File: src/rtl/ball_renderer.sv
// Pixel-rate ball renderer: frame-latched ball geometry feeding a 2-stage
// distance-test pipeline, with syncs and video enable delayed to match the colour.
module ball_renderer (
  input  logic       vga_clk,
  input  logic       Reset_n,
  input  logic [9:0] BallX,
  input  logic [9:0] BallY,
  input  logic [9:0] BallS,
  input  logic [9:0] DrawX,
  input  logic [9:0] DrawY,
  input  logic       vde,
  input  logic       hsync,
  input  logic       vsync,
  output logic [3:0] Red,
  output logic [3:0] Green,
  output logic [3:0] Blue,
  output logic       vde_o,
  output logic       hsync_o,
  output logic       vsync_o
);

  localparam logic [11:0] BALL_COLOR = 12'hF70;
  localparam logic [11:0] BG_COLOR   = 12'h00F;

  // Frame-latched geometry and vsync edge detector
  logic              vsync_d_q;
  logic [9:0]        sx_q, sy_q, ss_q;
  logic [9:0]        sx_d, sy_d, ss_d;
  logic              vs_fall_s;

  // Stage 1
  logic signed [10:0] dx_q, dy_q, dx_d, dy_d;
  logic [19:0]        s2_q, s2_d;
  logic               ball_en_q, ball_en_d;
  logic               vde1_q, hs1_q, vs1_q;

  // Stage 2 / outputs
  logic signed [21:0] dx_ext_s, dy_ext_s, sqx_s, sqy_s;
  logic [21:0]        d2_s;
  logic               in_ball_s;
  logic [11:0]        rgb_q, rgb_d;
  logic               vde_o_q, hs_o_q, vs_o_q;

  // Shadow geometry next-state: load only on a detected vsync falling edge
  always_comb begin
    vs_fall_s = vsync_d_q & ~vsync;
    sx_d = sx_q;
    sy_d = sy_q;
    ss_d = ss_q;
    if (vs_fall_s) begin
      sx_d = BallX;
      sy_d = BallY;
      ss_d = BallS;
    end else begin
      sx_d = sx_q;
      sy_d = sy_q;
      ss_d = ss_q;
    end
  end

  // Stage 1 arithmetic uses the shadow values current at sampling time
  always_comb begin
    dx_d      = $signed({1'b0, DrawX} - {1'b0, sx_q});
    dy_d      = $signed({1'b0, DrawY} - {1'b0, sy_q});
    s2_d      = {10'd0, ss_q} * {10'd0, ss_q};
    ball_en_d = (ss_q != 10'd0);
  end

  // Stage 2: full-width squared distance and colour select
  always_comb begin
    dx_ext_s  = {{11{dx_q[10]}}, dx_q};
    dy_ext_s  = {{11{dy_q[10]}}, dy_q};
    sqx_s     = dx_ext_s * dx_ext_s;
    sqy_s     = dy_ext_s * dy_ext_s;
    d2_s      = $unsigned(sqx_s + sqy_s);
    in_ball_s = (d2_s <= {2'd0, s2_q}) && ball_en_q;
    rgb_d     = 12'h000;
    if (!vde1_q) begin
      rgb_d = 12'h000;
    end else if (in_ball_s) begin
      rgb_d = BALL_COLOR;
    end else begin
      rgb_d = BG_COLOR;
    end
  end

  // All state; syncs idle high so reset never emits a spurious sync pulse
  always_ff @(posedge vga_clk) begin
    if (!Reset_n) begin
      vsync_d_q <= 1'b1;
      sx_q      <= 10'd320;
      sy_q      <= 10'd240;
      ss_q      <= 10'd0;
      dx_q      <= 11'sd0;
      dy_q      <= 11'sd0;
      s2_q      <= 20'd0;
      ball_en_q <= 1'b0;
      vde1_q    <= 1'b0;
      hs1_q     <= 1'b1;
      vs1_q     <= 1'b1;
      rgb_q     <= 12'h000;
      vde_o_q   <= 1'b0;
      hs_o_q    <= 1'b1;
      vs_o_q    <= 1'b1;
    end else begin
      vsync_d_q <= vsync;
      sx_q      <= sx_d;
      sy_q      <= sy_d;
      ss_q      <= ss_d;
      dx_q      <= dx_d;
      dy_q      <= dy_d;
      s2_q      <= s2_d;
      ball_en_q <= ball_en_d;
      vde1_q    <= vde;
      hs1_q     <= hsync;
      vs1_q     <= vsync;
      rgb_q     <= rgb_d;
      vde_o_q   <= vde1_q;
      hs_o_q    <= hs1_q;
      vs_o_q    <= vs1_q;
    end
  end

  assign Red     = rgb_q[11:8];
  assign Green   = rgb_q[7:4];
  assign Blue    = rgb_q[3:0];
  assign vde_o   = vde_o_q;
  assign hsync_o = hs_o_q;
  assign vsync_o = vs_o_q;

endmodule

File: config.mk
export PLATFORM = sky130hd
export DESIGN_NAME = ball_renderer
export DESIGN_NICKNAME = d
export VERILOG_FILES = /design/src/rtl/ball_renderer.sv
export SDC_FILE = /design/constraint.sdc
export NUM_CORES = 1
export LEC_CHECK = 0
export ABC_AREA = 1
export BUFFER_PORTS_ARGS = -buffer_cell sky130_fd_sc_hd__buf_2
export CORE_UTILIZATION = 45
export CTS_CLUSTER_DIAMETER = 200
export DETAILED_ROUTE_END_ITERATION = 10
export GPL_TIMING_DRIVEN = 0
export HOLD_SLACK_MARGIN = 0.08
export SETUP_SLACK_MARGIN = 0.1
export SYNTH_ARGS = -nofsm -noshare
export SYNTH_HDL_FRONTEND = slang
export SYNTH_SLANG_ARGS = --single-unit
File: constraint.sdc
create_clock -name vga_clk -period 8.7 [get_ports vga_clk]
set_clock_uncertainty 0.15 [all_clocks]
set_input_delay 0.435 -clock vga_clk [delete_from_list [all_inputs] [get_ports vga_clk]]
set_output_delay 0.435 -clock vga_clk [all_outputs]
set_load 0.02 [all_outputs]
# ---- Yosys cells after proc, flatten, opt, wreduce, memory -nomap -nowiden
# Cells that the tools add are included.
dict set report word_totals {
  reg_bits 91
  in_bits 55
  output_inout_bits 15
  wordCells 27
}
dict set report op_classes {
  addsub 3
  n_mul 3
  magnitude_cmp 1
  muxes 1
  bitwise_logic 2
  n_reduce_logical 3
}
# cell n
set ops {}
lappend ops {{11-bit by 11-bit multiplier with 22-bit output} 2}
lappend ops {{22-bit adder} 1}
lappend ops {{22-bit by 20-bit less-or-equal comparator with 1-bit output} 1}
lappend ops {{10-bit by 10-bit subtractor with 11-bit output} 2}
lappend ops {{10-bit by 10-bit multiplier with 20-bit output} 1}
lappend ops {{12-bit 2-to-1 mux} 1}
lappend ops {{10-bit nonzero test} 1}
lappend ops {{2-bit AND reduction} 1}
lappend ops {{1-bit bitwise AND} 1}
lappend ops {{1-bit logical AND} 1}
lappend ops {{1-bit NOT} 1}

# ---- Depth between registers and ports, before layout
# Gate-level depths: netlist of run 1.
dict set report depth {
  depth_word 5
  mapped_depth 34
}

# ---- Least setup slack after synthesis of run 1
# Ideal clock, no wire load.
dict set report synth_path {
  kind {reg-to-reg}
  from {register dx_q[7]}
  to {register rgb_q[10]}
  setup_ps 64
  arrival_time_ps 6824
  slack_ps 1662
  stages_incl_launch_ff 31
  n_path_buf 1
  cell_sequence {dfxtp_1 -> clkbuf_1 -> nand2_1 -> fa_1 -> inv_1 -> fa_1 -> inv_1 -> fa_1 -> fa_1 -> inv_1 -> fa_1 -> fa_1 -> inv_1 -> fa_1 -> inv_1 -> ha_1 -> inv_1 -> o21bai_1 -> a21boi_0 -> nand2_1 -> a31o_2 -> a21boi_1 -> o21ai_1 -> xor2_1 -> ha_1 -> nand4_1 -> nor4_1 -> nand4_1 -> nand2_1 -> nand2_1 -> nor2_1}
}
dict set report synth_between {
  elab_chain_cells 5
}
# item line
set synth_rtl {}
lappend synth_rtl {{start, declared} 32} ;# logic signed [10:0] dx_q, dy_q, dx_d, dy_d;
lappend synth_rtl {{start signal, assigned} 94} ;# dx_q <= 11'sd0;
lappend synth_rtl {{start signal, assigned} 110} ;# dx_q <= dx_d;
lappend synth_rtl {{11-bit by 11-bit multiplier with 22-bit output} 73} ;# sqx_s = dx_ext_s * dx_ext_s;
lappend synth_rtl {{22-bit adder} 75} ;# d2_s = $unsigned(sqx_s + sqy_s);
lappend synth_rtl {{22-bit by 20-bit less-or-equal comparator with 1-bit output} 76} ;# in_ball_s = (d2_s <= {2'd0, s2_q}) && ball_en_q;
lappend synth_rtl {{1-bit logical AND} 76}
lappend synth_rtl {{12-bit 2-to-1 mux} 80} ;# end else if (in_ball_s) begin
lappend synth_rtl {{end signal, assigned} 117} ;# rgb_q <= rgb_d;
lappend synth_rtl {{end, declared} 41} ;# logic [11:0] rgb_q, rgb_d;
# Every way passes these cells.
# A chain may end at the register's enable or synchronous reset.

# ---- Worst setup path in the final report of run 1
dict set report layout_path {
  from {register dy_q[1]}
  to {register rgb_q[10]}
}
dict set report layout_between {
  elab_chain_cells 5
}
# item line
set layout_rtl {}
lappend layout_rtl {{start, declared} 32}
lappend layout_rtl {{start signal, assigned} 111} ;# dy_q <= dy_d;
lappend layout_rtl {{11-bit by 11-bit multiplier with 22-bit output} 74} ;# sqy_s = dy_ext_s * dy_ext_s;
lappend layout_rtl {{22-bit adder} 75}
lappend layout_rtl {{22-bit by 20-bit less-or-equal comparator with 1-bit output} 76}
lappend layout_rtl {{1-bit logical AND} 76}
lappend layout_rtl {{12-bit 2-to-1 mux} 80}
# Every way passes these cells.

==> metrics, run 1 <==
status finished clean; Worst-path clk slew 0.06 ns; #FFs+latches synth 80; min-delay src hsync; Placer Congestion 0.848; Rows 66; synthesized area per cell 8.20 um2; Detailed Place HPWL 29600 um; share of layout cells above drive strength 1 0.0653; fmax 124 MHz; register area 1600 um2; first-pass GRT wire length 57500 um; TritonRoute pass-1 iters 5; Clock Tree Buf Depth 2; Synth Cell Area around 15000 um2; slowest cell on the critical path dfxtp_1; most frequent cell after synthesis inv_1; clock sink count 80; most common flop cell mapped by yosys dfxtp_1; multi-input logic area 11000 um2; Tot GR Track Use 0.217; post-synth top area share 0.376; min cycle time layout 8.04 ns; Initial DRC Count 581; CTS H-tree lvls 3; cells resized by post-CTS repair 0; total gr overflow 0; setup violators final 0; unrepaired setup endpoints after global routing no; final cycle utilization of the critical path 0.925; top cells by count, synth inv_1 (573), fa_1 (282), nand2_1 (279); CP dominant cell by count fa_1; largest net degree at the start of global routing 15; initial antenna violation count 2; cell accounting for the most synthesized area fa_1; post-synth cell types 45; endpoints failing hold 0; WP data arrival about 8 ns; CTS tree yes; Starting Density 0.459; relative slew slack 0.521; Slew @ Worst Pin 0.719 ns; Setup crit start dy_q[1]; final net count 2419; setup TNS 0 ns; yosys warns 0; vias per inst 4.79; wire per inst 14.2 um; critical path fanouts, max 10; Max Cap Violations 0; Post-route DRC 0; Final ANT Viol Nets 0; total wire length 33500 um; cts bufs inserted 9; CP required 8.83 ns; FFs w/ async S/R, synth 0; via count 11277; die width 185 um; PortBufs 68; max-slew violations 0; worst r2r src dy_q[1]; Hold Crit Class input pin to register; Fillers between 3000 and 4000; Max stage delay on crit path 0.61 ns; Die Area roughly 34000 um2; Mapped Nets approximately 2300; core area roughly 33000 um2; critical path startpoint category register; Syn Inst Count 1829; top area cells in the synthesized netlist fa_1 (38%), ha_1 (15%), inv_1 (14%); CP endpoint kind register; Setup Fix Bufs, Post-CTS 0; area grow syn2layout 8.12%; vias in the first global route around 12000; Root Buffer clkbuf_16; sequential share of the synthesized area 0.107; number of synthesized flops with an enable pin 0; critical path class register to register; Ports 70; worst-skew pair later-pin latency ~0.34 ns; hold-fix buffer count after cts 0; Die H about 180 um
-- registers in the layout, summed over array words and instances, names as in the netlist --
name / flops
vde_o: 1
s2_q: 19
dx_q: 11
vsync_o: 1
vde1_q: 1
hs1_q: 1
ball_en_q: 1
ss_q: 10
sy_q: 10
hsync_o: 1
sx_q: 10
rgb_q: 2
vs1_q: 1
dy_q: 11
-- critical path: cells and delay by family, from the launching register on --
family	cells	cell delay [ns]
DFF	1	0.61
AOI/OAI and AO/OA	5	0.90
buffers and inverters	6	0.99
xor gates and xnor gates	1	0.17
adders and majority gates	9	3.80
and+or+nand+nor	9	1.37
-- metrics by stage --
stage	instance area, um2	hold WS, ns	instances	worst slack, ns	util
floorplan	15000	0.241	1829	1.66	-
global placement	15900	0.252	2339	0.413	0.486
detailed placement	15900	0.256	2339	0.252	0.486
CTS	16200	0.112	2355	0.211	0.496
global route	16200	0.113	2355	0.0954	0.496
finish	16200	0.124	2356	0.655	0.496
-- placed cells by master, fill, tap and decap left out, types with 2 or more instances in the layout --
cell type  count
inv_1        573
a31oi_1        4
clkbuf_2      11
o211ai_1       6
dfxtp_1       79
xor2_1        21
buf_4         10
xnor2_1       16
or2_2          8
nor2_1        74
clkinv_4       3
o21ai_1        4
o21bai_1       2
clkbuf_16      9
o31ai_1        2
o21a_1         4
a21o_1         7
nor4_1         3
o21ai_2        2
clkbuf_1      35
buf_2         68
nand2_1      279
nand4_1        8
fa_1         282
nand3b_1       3
o21ai_0       67
nor3_1         3
a21oi_1      106
nor3_2         2
a31o_2         2
ha_1         174
nand3_1       24
-- layer usage --
| metal | GRT usage | wire length, um | vias up |
|---|---|---|---|
| met2 | 0.354 | 15400 | 271 |
| met1 | 0.303 | 15500 | 5447 |
| met5 | 0 | 13 | - |
| met3 | 0.0330 | 2050 | 42 |
| li1 | - | - | 5515 |
| met4 | 0.0480 | 529 | 2 |
-- final cells by class --
| type | instances | share of cell area |
|---|---|---|
| inverters | 575 | 0.133 |
| flip-flops and latches | 80 | 0.0988 |
| clock buffers | 10 | 0.0147 |
| diodes | 1 | 0.000154 |
| plain buffers | 56 | 0.0161 |
| repair buffers | 68 | 0.0210 |
| multi-input cells | 1118 | 0.678 |
| well taps | 442 | 0.0341 |
| clock inverters | 6 | 0.00424 |
-- kinds of logic (layout without fill, tap and decap cells) --
| logic type | count (synthesis) | after routing | share of synthesized area |
|---|---|---|---|
| buffers and inverters | 631 | 715 | 0.160 |
| other | 1 | 2 | 0.000250 |
| xor gates and xnor gates | 37 | 37 | 0.0216 |
| AOI/OAI and AO/OA | 216 | 216 | 0.0799 |
| adders and majority gates | 456 | 456 | 0.521 |
| DFF | 80 | 80 | 0.107 |
| and+or+nand+nor | 408 | 408 | 0.110 |
-- worst paths after layout --
kind | to | slack (ns) | depth (start not counted)
hold / removal | hs1_q | 0.12 | 2
setup / recovery | rgb_q[10] | 0.66 | 30
setup reg to reg | rgb_q[10] | 0.66 | 30
hold reg to reg | hsync_o | 0.27 | 1
Power of run 1 is left out: the tool's default activity adds up to more than one toggle a clock period on the data nets, which glitch-free logic cannot reach.
==> run 2, diff against run 1 <==
Settings changed: CELL_PAD_IN_SITES_DETAIL_PLACEMENT set to 1, CELL_PAD_IN_SITES_GLOBAL_PLACEMENT set to 1, PLACE_DENSITY_LB_ADDON set to 0.1.
==> metrics, run 2 (same netlist as run 1, synthesis figures left out) <==
status finished clean; Die H 185 um (unchanged); largest net degree at the start of global routing 17 (+2); wire per inst 16.9 um (+19%); final cycle utilization of the critical path 0.930 (+0.00505); CTS H-tree lvls 3 (unchanged); min cycle time layout 8.09 ns (+0.0439 ns); total gr overflow 0 (unchanged); fmax 124 MHz (-0.54%); Biggest register s2_q; first-pass GRT wire length 65500 um (+14%); share of layout cells above drive strength 1 0.0664 (+0.00105); Rows 66 (unchanged); Worst-path clk slew 0.07 ns (about the same); critical path fanouts, max 10 (unchanged); Post-route DRC 0 (unchanged); vias in the first global route 12983 (+9.6%); relative slew slack 0.495 (-0.0258); Placer Congestion 0.846 (-0.18%); vias per inst 4.95 (+3.3%); Tot GR Track Use 0.251 (+0.0345); Cell Area, Placed 15900 um2 (unchanged); hold-fix buffer count after cts 0 (unchanged); area grow syn2layout 8.38%; Final Util 0.497 (+0.00119); Cells after DPL 2339 (unchanged); register area 1600 um2 (about the same); Clock Tree Buf Depth 2 (unchanged); initial antenna violation count 1 (-1); Setup Fix Bufs, Post-CTS 0 (unchanged); worst-skew pair later-pin latency 0.35 ns (about the same); Hold Crit Class input pin to register; CTS tree yes; Worst R2R Setup Slack 0.61 ns (-0.04 ns); Ports 70 (unchanged); critical path startpoint category register; die width 185 um (unchanged); biggest regs s2_q: 19 flops, dx_q: 11 flops, dy_q: 11 flops; Non-Filler Instances 2356 (unchanged); multi-input logic area 11000 um2 (about the same); TritonRoute pass-1 iters 5 (unchanged); max-slew violations 0 (unchanged); CP dominant cell by count fa_1; core area 32700 um2 (unchanged); Initial DRC Count 409 (-30%); endpoints failing hold 0 (unchanged); Die Area 34100 um2 (unchanged); slowest cell on the critical path fa_1; total wire length 39800 um (+19%); CP required 8.83 ns (about the same); Root Buffer clkbuf_16; Detailed Place HPWL 35100 um (+19%); PortBufs 68 (unchanged); CP endpoint kind register; Max Cap Violations 0 (unchanged); unrepaired setup endpoints after global routing no; setup violators final 0 (unchanged); WP data arrival 8.22 ns (+0.04 ns); Max stage delay on crit path 0.58 ns (-0.03 ns); final net count 2419 (unchanged); via count 11651 (+3.3%); critical path class register to register; setup TNS 0 ns (unchanged); Slew @ Worst Pin 0.757 ns (+0.0387 ns); most frequent cells in the layout inv_1 (573), fa_1 (282), nand2_1 (279); number of flip-flops in the largest register 19 (unchanged); clock sink count 80 (unchanged); cts bufs inserted 9 (unchanged); Starting Density 0.459 (unchanged); finished layout cell area 16300 um2 (+0.24%); Fillers 4080 (+24%); Final ANT Viol Nets 0 (unchanged); most common cell after layout, fill and taps aside inv_1
## run 2: cell types whose count changed in the layout (fill, tap and decap cells not counted), sizes merged
cell	delta
inv	+2
bufinv	+1
clkbuf	-1
clkinv	-1
clkinvlp	-1
## run 2: cell type report
class,instances,area share
Multi-Input combinational cell,1118,0.677
Tap cell,442,0.0340
Timing Repair Buffer,68,0.0209
Antenna cell,1,0.000154
Clock inverter,7,0.00700
Clock buffer,9,0.0138
Inverter,575,0.133
Sequential cell,80,0.0986
Buffer,56,0.0161
## run 2: final timing paths
check,from,end,cells past startpoint
worst min-delay path,hsync,hs1_q,2
worst max register to register,dx_q[9],rgb_q[10],30
worst max-delay path,dx_q[9],rgb_q[10],30
worst min register to register,hs1_q,hsync_o,1
## run 2: routing by layer
layer,share of wire,vias up,wire length (um),track usage
li1,-,5503,-,-
met1,0.46,5905,18400,0.341
met2,0.48,202,19200,0.434
met3,0.036,41,1440,0.0245
met4,0.019,0,754,0.0523
met5,0,-,0,0
## run 2: timing repair
item                                    4_1_cts  5_1_grt
resized for setup                             1       23
pin swaps                                     0        0
endpoints found under the setup margin        1        2
## run 2: stage by stage
| step | setup WS [ns] | hold WS (ns) |
|---|---|---|
| floorplan | 1.66 | 0.241 |
| CTS | 0.106 | 0.115 |
| global route | 0.103 | 0.123 |
| finish | 0.612 | 0.129 |
| detailed placement | 0.129 | 0.251 |
| global placement | 0.202 | 0.245 |
## run 2: critical path: cells and delay by family (launching register included)
family / cells / cell delay (ns)
flip-flops: 1 / 0.44
buffers and inverters: 7 / 0.88
AND/OR/NAND/NOR: 8 / 1.24
XOR/XNOR: 1 / 0.16
AO/OA/AOI/OAI: 5 / 0.89
adder cells (fa/ha/maj): 9 / 4.22
Power of run 2 is left out for the same reason.
==> run 3, diff against run 2 <==
Settings changed: CTS_BUF_LIST set to sky130_fd_sc_hd__clkbuf_2 sky130_fd_sc_hd__clkbuf_4 sky130_fd_sc_hd__clkbuf_8.
==> metrics, run 3 (same netlist as run 1, synthesis figures left out) <==
Post-route DRC 0 (unchanged); CP required 8.86 ns (+0.03 ns); Die Area 34100 um2 (unchanged); worst r2r src dx_q[10]; unrepaired setup endpoints after global routing no; Tot GR Track Use 0.251 (-0.000732); max-slew violations 0 (unchanged); biggest regs s2_q: 19 flops, dx_q: 11 flops, dy_q: 11 flops; first-pass GRT wire length 65300 um (-0.35%); hold depth 2 (unchanged); register area 1600 um2 (unchanged); min-delay src hsync; Worst R2R Setup Slack 0.52 ns (-0.09 ns); Fillers 4100 (+0.49%); total gr overflow 0 (unchanged); vias in the first global route 12958 (-0.19%); number of flip-flops in the largest register 19 (unchanged); PortBufs 68 (unchanged); critical path startpoint category register; Hold Crit Class input pin to register; fmax 122 MHz (-1.1%); Root Buffer clkbuf_8; setup violators final 0 (unchanged); die width 185 um (unchanged); vias per inst 4.96 (+0.21%); most common cell after layout, fill and taps aside inv_1; initial antenna violation count 1 (unchanged); Max stage delay on crit path 0.66 ns (+0.08 ns); cts bufs inserted 9 (unchanged); wire per inst 16.8 um (-0.41%); Worst-path clk slew 0.10 ns (+0.03 ns); setup TNS 0 ns (unchanged); share of layout cells above drive strength 1 0.0648 (-0.00157); area grow syn2layout 7.68%; slowest cell on the critical path fa_1; Ports 70 (unchanged); Slew @ Worst Pin 0.767 ns (+0.00952 ns); CTS tree yes; total wire length 39600 um (-0.41%); multi-input logic area 11000 um2 (unchanged); Biggest register s2_q; min cycle time layout 8.18 ns (+0.0924 ns); core area 32700 um2 (unchanged); critical path class register to register; final net count 2419 (unchanged); status finished clean; Rows 66 (unchanged); final cycle utilization of the critical path 0.940 (+0.0106); Starting Density 0.459 (unchanged); Setup Fix Bufs, Post-CTS 0 (unchanged); TritonRoute pass-1 iters 5 (unchanged); Final ANT Viol Nets 0 (unchanged); Clock Tree Buf Depth 2 (unchanged); Die H 185 um (unchanged); Initial DRC Count 431 (+5.4%); WP data arrival 8.34 ns (+0.12 ns); Reg-to-Reg End rgb_q[10]; relative slew slack 0.489 (-0.00635); Max Cap Violations 0 (unchanged); CP endpoint kind register; Placer Congestion 0.846 (unchanged); crit path cell chain clkbuf_1, nand2_1, fa_1, inv_1, fa_1, inv_1, fa_1, fa_1, fa_1, fa_1, fa_1, inv_1, ha_1, a21oi_1, o21ai_0, a221oi_1, xnor2_1, ha_1, nand4_1, nor4_2, nand4_1, nand2_1, nand2_1, nor2_1; critical path fanouts, max 10 (unchanged); clock sink count 80 (unchanged); via count 11676 (+0.21%); endpoints failing hold 0 (unchanged); most frequent cells in the layout inv_1 (573), fa_1 (282), nand2_1 (279); R2R depth 24 (-20%); CP dominant cell by count fa_1; Detailed Place HPWL 35100 um (unchanged); Hold EP hs1_q; CTS H-tree lvls 3 (unchanged); worst-skew pair later-pin latency 0.38 ns (+0.03 ns); largest net degree at the start of global routing 17 (unchanged)
==> run 3: worst max path at each step <==
stage          cells after the start  slack [ns]         to     start
5_1_grt                           24        0.10  rgb_q[10]  dx_q[10]
6_report                          24        0.52  rgb_q[10]  dx_q[10]
3_3_place_gp                      29        0.20  rgb_q[10]   dy_q[2]
2_1_floorplan                     30        1.66  rgb_q[10]   dx_q[7]
4_1_cts                           30        0.26  rgb_q[10]  dy_q[10]
3_5_place_dp                      30        0.13  rgb_q[10]  dy_q[10]
==> run 3: repair_timing <==
item	in CTS	in global routing
endpoints found under the setup margin	2	2
hold buffers	0	0
resized for setup	2	15
gates cloned	0	0
pin swaps	0	0
==> run 3: per-layer routing <==
metal / share of wire / track usage / up-vias / routed length (um)
met5: 0 / 0 / - / 0
met4: 0.021 / 0.0530 / 0 / 826
met3: 0.035 / 0.0239 / 43 / 1390
met2: 0.48 / 0.433 / 211 / 19100
met1: 0.46 / 0.340 / 5917 / 18300
li1: - / - / 5505 / -
==> run 3: layout make-up <==
cell class / count / area share
multi-input combinational: 1118 / 0.681
sequential: 80 / 0.0993
inverter: 575 / 0.134
timing repair buffer: 68 / 0.0211
tap: 442 / 0.0342
clock inverter: 7 / 0.00705
clock buffer: 9 / 0.00767
buffer: 56 / 0.0160
antenna: 1 / 0.000155
==> run 3: per-stage QoR <==
step	hold WS (ns)	utilization	setup WS [ns]	area, um2	cells
global route	0.0881	0.494	0.101	16200	2355
finish	0.0960	0.494	0.519	16200	2356
detailed placement	0.251	0.486	0.129	15900	2339
global placement	0.245	0.486	0.202	15900	2339
CTS	0.0803	0.493	0.262	16100	2355
floorplan	0.241	-	1.66	15000	1829
==> run 3: critical path, delay by kind of cell (launching register included) <==
family	cells	cell delay, ns
AOI/OAI and AO/OA	3	0.80
DFF	1	0.40
buffers and inverters	4	0.80
and+or+nand+nor	7	1.27
adders and majority gates	9	4.54
xor gates and xnor gates	1	0.13
Power of run 3 is left out for the same reason.
